**src/rtl/serial_tank.sv**
```systemverilog
// serial_tank: WORDS x WIDTH-bit serial delay-line store, LSB-first, one bit
// per clock, with per-word load/clear/recirculate, one-digit left shift on
// the write path, and a registered sign test on the selected word's MSB.
module serial_tank #(
  parameter int WIDTH  = 36,
  parameter int WORDS  = 1,
  parameter int WSEL_W = 1
) (
  input  logic                      clk,
  input  logic                      rst_n,
  input  logic                      din,
  input  logic                      load,
  input  logic                      recirc,
  input  logic                      shift,
  input  logic [WSEL_W-1:0]         word_sel,
  input  logic                      out_en,
  input  logic                      sign_req,
  output logic                      dout,
  output logic                      tap,
  output logic [$clog2(WIDTH)-1:0]  bit_pos,
  output logic [WSEL_W-1:0]         word_pos,
  output logic                      word_start,
  output logic                      sign_q,
  output logic                      sign_valid
);

  localparam int BP_W  = $clog2(WIDTH);
  localparam int NBITS = WORDS * WIDTH;
  localparam logic [BP_W-1:0]   BP_MAX = BP_W'(WIDTH - 1);
  localparam logic [WSEL_W-1:0] WP_MAX = WSEL_W'(WORDS - 1);

  logic [NBITS-1:0] store;
  logic             store_out;
  logic             sel;
  logic             ppi;
  logic             ppi_d;
  logic             wbit;

  // Oldest bit sits at index 0; new bits enter at the top.
  assign store_out  = store[0];
  assign tap        = ppi;
  assign dout       = ppi & out_en & sel;
  assign word_start = (bit_pos == '0);

  // Word selection and the bit fed back into the store.
  always_comb begin
    sel  = (WORDS == 1) ? 1'b1 : (word_pos == word_sel);
    ppi  = store_out;
    if (sel) ppi = (store_out & recirc) | (din & load);
    wbit = ppi;
    // Shifting writes the previous digit; digit 0 of the word gets a zero so
    // the MSB of the word never spills into the next word.
    if (shift && sel) wbit = (bit_pos == '0) ? 1'b0 : ppi_d;
  end

  // Delay line and one-digit delay used by the shift path.
  always_ff @(posedge clk) begin
    if (!rst_n) begin
      store <= '0;
      ppi_d <= 1'b0;
    end else begin
      store <= {wbit, store[NBITS-1:1]};
      ppi_d <= ppi;
    end
  end

  // Digit and word position counters identifying store_out.
  always_ff @(posedge clk) begin
    if (!rst_n) begin
      bit_pos  <= '0;
      word_pos <= '0;
    end else if (bit_pos == BP_MAX) begin
      bit_pos <= '0;
      if (word_pos == WP_MAX) word_pos <= '0;
      else                    word_pos <= word_pos + WSEL_W'(1);
    end else begin
      bit_pos <= bit_pos + BP_W'(1);
    end
  end

  // Sign sample of the selected word on its MSB digit.
  always_ff @(posedge clk) begin
    if (!rst_n) begin
      sign_q     <= 1'b0;
      sign_valid <= 1'b0;
    end else begin
      sign_valid <= 1'b0;
      if ((bit_pos == BP_MAX) && sel && sign_req) begin
        sign_q     <= ppi;
        sign_valid <= 1'b1;
      end
    end
  end

endmodule

```
**config.mk**
```make
export PLATFORM = sky130hd
export DESIGN_NAME = serial_tank
export DESIGN_NICKNAME = d
export VERILOG_FILES = /design/src/rtl/serial_tank.sv
export SDC_FILE = /design/constraint.sdc
export NUM_CORES = 1
export LEC_CHECK = 0
export ABC_AREA = 1
export CAP_MARGIN = 0
export CORE_UTILIZATION = 46
export CTS_CLUSTER_DIAMETER = 50
export DETAILED_ROUTE_END_ITERATION = 12
export PLACE_DENSITY = 0.8
export RECOVER_POWER = 25
export SYNTH_ARGS = -nofsm -noshare
export SYNTH_HDL_FRONTEND = slang
export SYNTH_SLANG_ARGS = --single-unit
```
**constraint.sdc**
```tcl
create_clock -name clk -period 1.1 [get_ports clk]
set_input_delay 0.22 -clock clk [delete_from_list [all_inputs] [get_ports clk]]
set_output_delay 0.22 -clock clk [all_outputs]
set_load 0.01 [all_outputs]
```
==> impl_metrics.json <==
{
  "ant_nets": 0,
  "dp_cells": 250,
  "grt_pass1_vias": 972,
  "cp_slowest_cell": "dfxtp_2",
  "crit_fanout": 2,
  "p_switching_mw": 0.655,
  "violations": "negative setup slack",
  "gp_congestion": 0.786,
  "antenna_found_initial": 0,
  "grt.overflow.total": 0,
  "syn_inst": 177,
  "path_class": "reg -> out",
  "die_y_um": 58.5,
  "grt_max_degree": 16,
  "synth-seq-area-share_pct": 61.4,
  "synthSimpleGateAreaFrac_pct": 18.7,
  "switching_share_pct": 24.5,
  "crit_buf_inv": 3,
  "area_delta_synth_final_pct": 36.7,
  "worstSetupStartpointType": "flop",
  "cp.required_ns": 0.88,
  "cts_tree": "done",
  "dp_slack_ns": -0.718,
  "pwr-share-comb_pct": 8.7,
  "end_kind": "output port",
  "drt_iter0_markers": 41,
  "clockRootBuffer": "clkbuf_4",
  "synth_compound_area_share_pct": 1.71,
  "holdBufCountCts": 0,
  "synth_edf_count": 0,
  "power_leakage_nw": 1.13,
  "rows": 20,
  "seqPwrFrac_pct": 61.9,
  "clock_latency_ns": 0.36,
  "synth-xor-area-share_pct": 0.597,
  "final_nets": 233,
  "drt-total-wl_um": 2530,
  "min_path_type": "reg -> reg",
  "skew_ns": 0.0104,
  "outcome": "finished with violations",
  "htreeDepth": 2,
  "grt_first_pass_wirelength_um": 3860,
  "slowest_delay_ns": 0.37,
  "n_antenna_cell": 0,
  "drv_slew": 0,
  "wire_per_inst_um": 9.47,
  "path_delay_family": "flip-flops",
  "synth_top_family_by_area": "simple AND/OR/NAND/NOR gates",
  "fmax_mhz": 705,
  "vias_per_cell": 4.15,
  "cts.sinks": 45,
  "synth_cell_type_count": 19,
  "synthMuxAreaShare_pct": 0,
  "synth_area_um2": 1470,
  "io_pins": 21,
  "finalCritPeriodShare_pct": 129,
  "synthFlopType": "dfxtp_1",
  "max_cap_viol_count": 0,
  "hold_viol": 0,
  "cts_made_buffers": 5,
  "layout.cells.non_filler": 267,
  "setup_viol": 16,
  "vias": 1108,
  "initial_utilization_pct": 48.5,
  "power_density_nw_per_um2": 1330,
  "io_buffers": 18,
  "cts_max_path_buffers": 2,
  "die_w_um": 58.5,
  "yosysWarnings": 0,
  "synth_adder_area_share_pct": 1.71,
  "dieArea_um2": 3420,
  "pwr-share-clk_pct": 29.5,
  "worstPathCellList": "inv_2 -> ha_4 -> nand4_1 -> inv_1 -> buf_2",
  "layout_min_cycle_time_ns": 1.42,
  "critPathArrivalTime_ns": 1.20,
  "async_flop_share_pct": 0,
  "drc": 0,
  "rsz0062_at_grt": "yes",
  "worst_slack_ns": -0.319,
  "syn_avg_cell_area_um2": 8.29,
  "place_hpwl_um": 1510,
  "synth-seq-cells": 45,
  "clk_pin_slew_ns": 0.13,
  "ir_drop_uv": 704,
  "drive_above_1_share_pct": 30.0,
  "fin_tns_setup_ns": -1.80,
  "dr.pass1.iters": 4,
  "syn-num-nets": 188,
  "core_um2": 3030,
  "gr-usage-all-layers_pct": 15.7,
  "intPower_mw": 2.02
}
[synth_stat cells, types with 2 or more instances]
library cell / number / area share, %
dfxtp_1: 45 / 61
nand3_1: 3 / 1.0
ha_1: 2 / 1.7
a21oi_1: 2 / 0.68
nand2_2: 2 / 0.85
nand4_1: 3 / 1.3
nand2_1: 43 / 11
nor2_1: 11 / 2.8
buf_2: 4 / 1.4
inv_1: 53 / 14
[stage by stage]
stage          cell area, um^2  power (mW)  util, %  hold WS [ns]
2_1_floorplan             1480        1.77        -         0.375
3_3_place_gp              1800        1.88     59.5         0.393
3_5_place_dp              1800        1.88     59.5         0.398
4_1_cts                   1960        2.70     64.6         0.419
5_1_grt                   2010        2.78     66.3         0.421
6_report                  2010        2.67     66.3         0.417
[path summary, 6_finish.rpt]
path | start | to | slack (ns) | depth (start not counted)
setup / recovery | bit_pos[0] | word_start | -0.32 | 5
hold / removal | store[21] | store[20] | 0.42 | 2
setup reg to reg | bit_pos[0] | sign_q | -0.11 | 7
hold reg to reg | store[21] | store[20] | 0.42 | 2
[tightest hold or removal path: stages (launching register included)]
cell and delay [ns]:
dfxtp_1 0.32, nand2_1 0.05, inv_1 0.03
[layer usage]
layer  wire [um]  vias to the layer above  global-route usage, %
met5           0                        -                      0
met4         116                        0                   14.3
met3         138                       12                   5.93
met2        1160                       31                   23.6
met1        1120                      484                   17.3
li1            -                      581                      -
[cells in the final DEF (no fill, tap or decap), drive strengths merged, types with 2 or more instances in the layout]
| cell type | count |
|---|---|
| inv | 55 |
| clkbuf | 8 |
| buf | 33 |
| dfxtp | 45 |
| a21oi | 3 |
| nand2 | 45 |
| ha | 2 |
| nor2 | 12 |
| nand3 | 3 |
| clkdlybuf4s50 | 6 |
| nand4 | 4 |
[power by group through the flow]
stage / Sequential, mW / Combinational [mW] / Clock [mW]
after floorplan: 1.70 / 0.0750 / 0
after global placement: 1.69 / 0.191 / 0
after detailed placement: 1.69 / 0.195 / 0
after CTS: 1.65 / 0.226 / 0.820
after global routing: 1.66 / 0.252 / 0.876
final: 1.65 / 0.232 / 0.788
[logic make-up after synthesis]
family / after synthesis
xor+xnor: 1
other cells: 1
fa+ha+maj: 2
flops: 45
buf+inv: 59
simple gates: 65
compound gates: 4
[what timing repair did]
action,in CTS,in global routing
endpoints found under the setup margin,18,20
gates resized for setup,73,10
setup buffers,5,9
pin swaps,6,7
[flip-flops by register name (all words and copies together), names as in the netlist]
signal and flops:
ppi_d 1, sign_q 1, store 36, sign_valid 1, bit_pos 6
[cell type report]
class / instances / area (um^2)
Fill cell: 226 / 1020
Sequential cell: 45 / 910
Multi-Input combinational cell: 73 / 409
Timing Repair Buffer: 43 / 369
Inverter: 54 / 205
Tap cell: 44 / 55.1
Clock buffer: 5 / 37.5
Clock inverter: 3 / 21.3
(Power assumes the default switching activity.)
==> RTL change 1, RTL diff (same flow settings) <==
Make the reset (`rst_n`) asynchronous in 3 clocked blocks.
--- a/src/rtl/serial_tank.sv
+++ b/src/rtl/serial_tank.sv
@@ -55,5 +55,5 @@
 
   // Delay line and one-digit delay used by the shift path.
-  always_ff @(posedge clk) begin
+  always_ff @(posedge clk or negedge rst_n) begin
     if (!rst_n) begin
       store <= '0;
@@ -66,5 +66,5 @@
 
   // Digit and word position counters identifying store_out.
-  always_ff @(posedge clk) begin
+  always_ff @(posedge clk or negedge rst_n) begin
     if (!rst_n) begin
       bit_pos  <= '0;
@@ -80,5 +80,5 @@
 
   // Sign sample of the selected word on its MSB digit.
-  always_ff @(posedge clk) begin
+  always_ff @(posedge clk or negedge rst_n) begin
     if (!rst_n) begin
       sign_q     <= 1'b0;
Formal check against the unedited RTL: differs if rst_n is asserted again (counterexample within 4 cycles, from zero or initial values and one cycle with rst_n low); with rst_n held inactive, the same outputs for 10 cycles.
==> RTL change 1 against the unedited design <==
- the run still ends with setup timing left
- synthesized cell count down 48%
- routed wire length is 8.3% lower
- sequential cell count did not move
- setup slack got worse by 0.025 ns
- design area is 7.9% lower
- synthesized area down 7.0%
- final cell count shrank 39%
- highest routed layer unchanged
Power is not compared: it rests on default switching activity, and its combinational part moved more than twofold at a synthesized area within 25%.
==> RTL change 1: results (changes against the unedited design) <==
dp_slack_ns: -0.690  # +0.0273 ns
synth_cell_type_count: 17  # -2
yosysSeqAreaShare_pct: 82.5  # +21 points
status: "finished, violations left"
finalWorstSetupSlack_ns: -0.344  # -0.0246 ns
yosys-top-cells-count: "45 x dfrtp_1, 13 x nand2_1, 11 x inv_1, 7 x nand3_1, 3 x nor2_1"
hpwl_um: 1410  # -6.8%
setup_violations: 15  # -1
synth_flop_cell: "dfrtp_1"
grt_max_degree: 46  # +30
fill_cells: 202  # -11%
routed_wl_um: 2320  # -8.3%
first_iter_violations: 6  # -85%
reg2reg_to: "bit_pos[2]"
max_stage_delay_ns: 0.41  # +0.04 ns
track_usage_pct: 17.7  # +2.0 points
nets: 143  # -39%
drive_gt1_share_pct: 40.9  # +11 points
antenna_cells: 0  # unchanged
synth_fa_ha_area_share_pct: 1.83  # +0.13 points
grt_pass1_vias: 845  # -13%
crit_path_top_delay_cell: "dfrtp_1"
instances_no_fill: 163  # -39%
grt_pass1_wl_um: 4020  # +4.1%
hp-class: "in2async"
synth_area_leaders: "dfrtp_1 82%, nand2_1 3.6%, inv_1 3.0%, nand3_1 2.6%, ha_1 1.8%"
synth_cells: 92  # -48%
reg2reg_from: "bit_pos[0]"
violations: "setup timing"
ff2ff_setup_slack_ns: -0.25  # -0.14 ns
whs_ns: 0.360  # -0.0571 ns
fin_setup_tns_ns: -2.84  # -1.04 ns
critPathLaunch: "bit_pos[1]"
via_per_inst: 4.86  # +17%
cp.arrival_ns: 1.22  # +0.02 ns
async_flop_share_pct: 100  # +100 points
synth_nets: 103  # -45%
synth_xor_area_share_pct: 1.28  # +0.69 points
==> RTL change 1: per-layer routing <==
metal | track usage (%) | wire, um | up-vias
li1 | - | - | 356
met1 | 23.1 | 1020 | 405
met2 | 26.4 | 1090 | 23
met3 | 6.91 | 148 | 8
met4 | 8.01 | 54 | 0
met5 | 0 | 0 | -
==> RTL change 1: report_power, final <==
| part | internal, mW | leakage [nW] | total, mW | switching (mW) |
|---|---|---|---|---|
| sequential | 1.76 | 0.572 | 1.79 | 0.0333 |
| combinational | 0.0521 | 0.334 | 0.111 | 0.0586 |
| clock | 0.299 | 0.0303 | 0.776 | 0.476 |
==> RTL change 1: area by class of cell <==
class	count	area, um2	share of cell area [%]
timing repair buffer	34	310	16.8
clock buffer	6	51.3	2.77
clock inverter	1	7.51	0.406
sequential	45	1130	60.9
multi-input combinational	35	272	14.7
inverter	11	43.8	2.37
tap	31	38.8	2.10
==> RTL change 1: kinds of logic (layout without fill, tap and decap cells) <==
logic type,Yosys count,count (layout)
flops,45,45
compound gates,2,2
buf+inv,12,52
other cells,1,1
fa+ha+maj,2,2
xor+xnor,2,2
simple gates,28,28
==> RTL change 1: worst min-delay path, cell delays in order <==
cell,delay [ns]
dlygate4sd3_1,0.52
buf_2,0.12
buf_12,0.23
==> RTL change 1: what timing repair did <==
| item | in CTS | in global routing |
|---|---|---|
| endpoints found under the setup margin | 16 | 19 |
| hold buffers | 1 | 0 |
| pin swaps | 11 | 7 |
| buffers inserted | 7 | 4 |
| gates resized for setup | 68 | 14 |
| hold endpoints to repair | 45 | 0 |
==> RTL change 2, RTL diff (config.mk and constraints unchanged) <==
Made on the original files. `WIDTH`: 36 -> 40.
--- a/src/rtl/serial_tank.sv
+++ b/src/rtl/serial_tank.sv
@@ -3,5 +3,5 @@
 // the write path, and a registered sign test on the selected word's MSB.
 module serial_tank #(
-  parameter int WIDTH  = 36,
+  parameter int WIDTH  = 40,
   parameter int WORDS  = 1,
   parameter int WSEL_W = 1
Formal check against the unedited RTL: no difference found for any inputs over 10 cycles, from zero or initial values and one cycle with rst_n low; that may be too few to reach the edited logic, so the function may still have changed.
==> RTL change 2 against the unedited design <==
- the run still ends with setup timing left
- routed wire length is 27% higher
- first-iteration DRC count is 32% higher
- sequential share of layout area is 0.53 points lower
- setup slack better by 0.074 ns
- global-route usage is 2.5 points higher
- fmax is 5.5% higher
- power is 19% higher
- design area is 10% higher
- sequential cell count is 4 higher
- clock skew is 0.0037 ns higher
- synthesized area is 6.7% higher
- worst hold slack worse by 0.0090 ns
- die area is 6.5% higher
- critical endpoint unchanged
- highest routed layer unchanged
==> RTL change 2: results (changes against the unedited design) <==
status: "finished, violations left"
violations: "setup timing"
clockBufferDepth: 2  # unchanged
cts_buffers: 5  # unchanged
reg_top3: "store x40, bit_pos x6"
hp-class: "reg2reg"
switching_share_pct: 21.3  # -3.2 points
leakage_nw: 1.23  # +8.6%
grt_max_degree: 24  # +8
clkLatencyLatePin_ns: 0.36  # about the same
synth_nets: 196  # +4.3%
synth_cell_type_count: 20  # +1
via_per_inst: 4.29  # +3.4%
synth_flop_cell: "dfxtp_1"
antenna_found_initial: 0  # unchanged
firstDrtPassIters: 4  # unchanged
grt_pass1_vias: 1102  # +13%
track_usage_pct: 18.3  # +2.5 points
first_iter_violations: 54  # +32%
antenna_cells: 0  # unchanged
finalWorstSetupSlack_ns: -0.246  # +0.0738 ns
grt_pass1_wl_um: 4730  # +23%
path_clk_slew_ns: 0.14
cp_top_family: "flip-flops"
place_congestion: 0.809  # +2.9%
yosysSeqAreaShare_pct: 62.6  # +1.2 points
finClkSkew_ns: 0.0140  # +0.00366 ns
drive_gt1_share_pct: 32.0  # +2.0 points
routed_wl_um: 3200  # +27%
ys.warnings.count: 0  # unchanged
maxSlewHeadroom_pct: 63.3
synth_area_leaders: "dfxtp_1 63%, nand2_1 12%, inv_1 12%, nor2_1 2.6%, ha_1 1.6%"
cp_max_fo: 2  # unchanged
hpwl_um: 1720  # +14%
vdd_drop_max_v: 0.000976  # +39%
place.port_buffers: 18  # unchanged
yosys-top-cells-count: "50 x nand2_1, 49 x dfxtp_1, 49 x inv_1, 11 x nor2_1"
setup_violations: 40  # +24
dpl_cell_area_um2: 1930  # +6.9%
yosysMostFrequentCell: "nand2_1"
nets: 241  # +3.4%
cp.arrival_ns: 1.13  # -0.07 ns
max_stage_delay_ns: 0.37  # about the same
==> RTL change 2: area by class of cell <==
type | instances | area, um2
Clock buffer | 7 | 55.1
Timing Repair Buffer | 44 | 435
Clock inverter | 1 | 30.0
Inverter | 51 | 191
Tap cell | 44 | 55.1
Sequential cell | 49 | 991
Fill cell | 238 | 941
Multi-Input combinational cell | 79 | 454
==> RTL change 2: metrics by stage <==
stage	setup TNS [ns]	utilization, %	power, mW	worst slack, ns	std cells
detailed placement	-5.52	61.2	2.04	-0.616	257
floorplan	0	-	1.92	0.00162	185
finish	-3.03	70.2	3.18	-0.246	275
global route	-5.09	70.2	3.31	-0.316	275
CTS	-1.39	67.9	3.16	-0.230	272
global placement	-5.01	61.2	2.04	-0.615	257
==> RTL change 2: power groups by stage <==
stage / logic, mW / registers, mW / clock network [mW]
after floorplan: 0.0731 / 1.84 / 0
after global placement: 0.204 / 1.83 / 0
after detailed placement: 0.209 / 1.83 / 0
after CTS: 0.277 / 1.80 / 1.09
after global routing: 0.316 / 1.80 / 1.20
final: 0.295 / 1.80 / 1.08
==> RTL change 2: worst register-to-register path, delay by kind of cell (launching register included) <==
family	cells	cell delay, ns
buffers and inverters	2	0.21
AND/OR/NAND/NOR	5	0.45
flip-flops	1	0.37
adder cells (fa/ha/maj)	1	0.16
==> RTL change 2: logic make-up (layout without fill, tap and decap cells) <==
kind of cell    Yosys count  after routing  synth area share (%)
xor+xnor                  1              1                 0.559
flops                    49             49                  62.6
other cells               1              1                 0.239
simple gates             69             69                  18.1
fa+ha+maj                 2              2                  1.60
buf+inv                  57            103                  14.5
compound gates            6              6                  2.48
==> RTL change 2: path summary, 6_finish.rpt <==
path	start	to	slack, ns	cells after the start
worst max-delay path	bit_pos[0]	word_start	-0.25	5
worst min-delay path	store[24]	store[23]	0.41	2
worst max register to register	bit_pos[0]	sign_q	-0.19	8
worst min register to register	store[24]	store[23]	0.41	2
==> RTL change 2: what timing repair did <==
action	in CTS	in global routing
gates cloned	0	0
pin swaps	4	9
gates resized for setup	73	22
endpoints found under the setup margin	18	19
endpoints found under the hold margin	0	0
setup buffers	7	4
hold buffers	0	0
==> RTL change 2: layer usage <==
layer / up-vias / global-route usage (%) / wire, um
li1: 604 / - / -
met1: 548 / 20.3 / 1270
met2: 23 / 33.0 / 1780
met3: 5 / 5.12 / 110
met4: 0 / 6.98 / 36
met5: - / 0 / 0
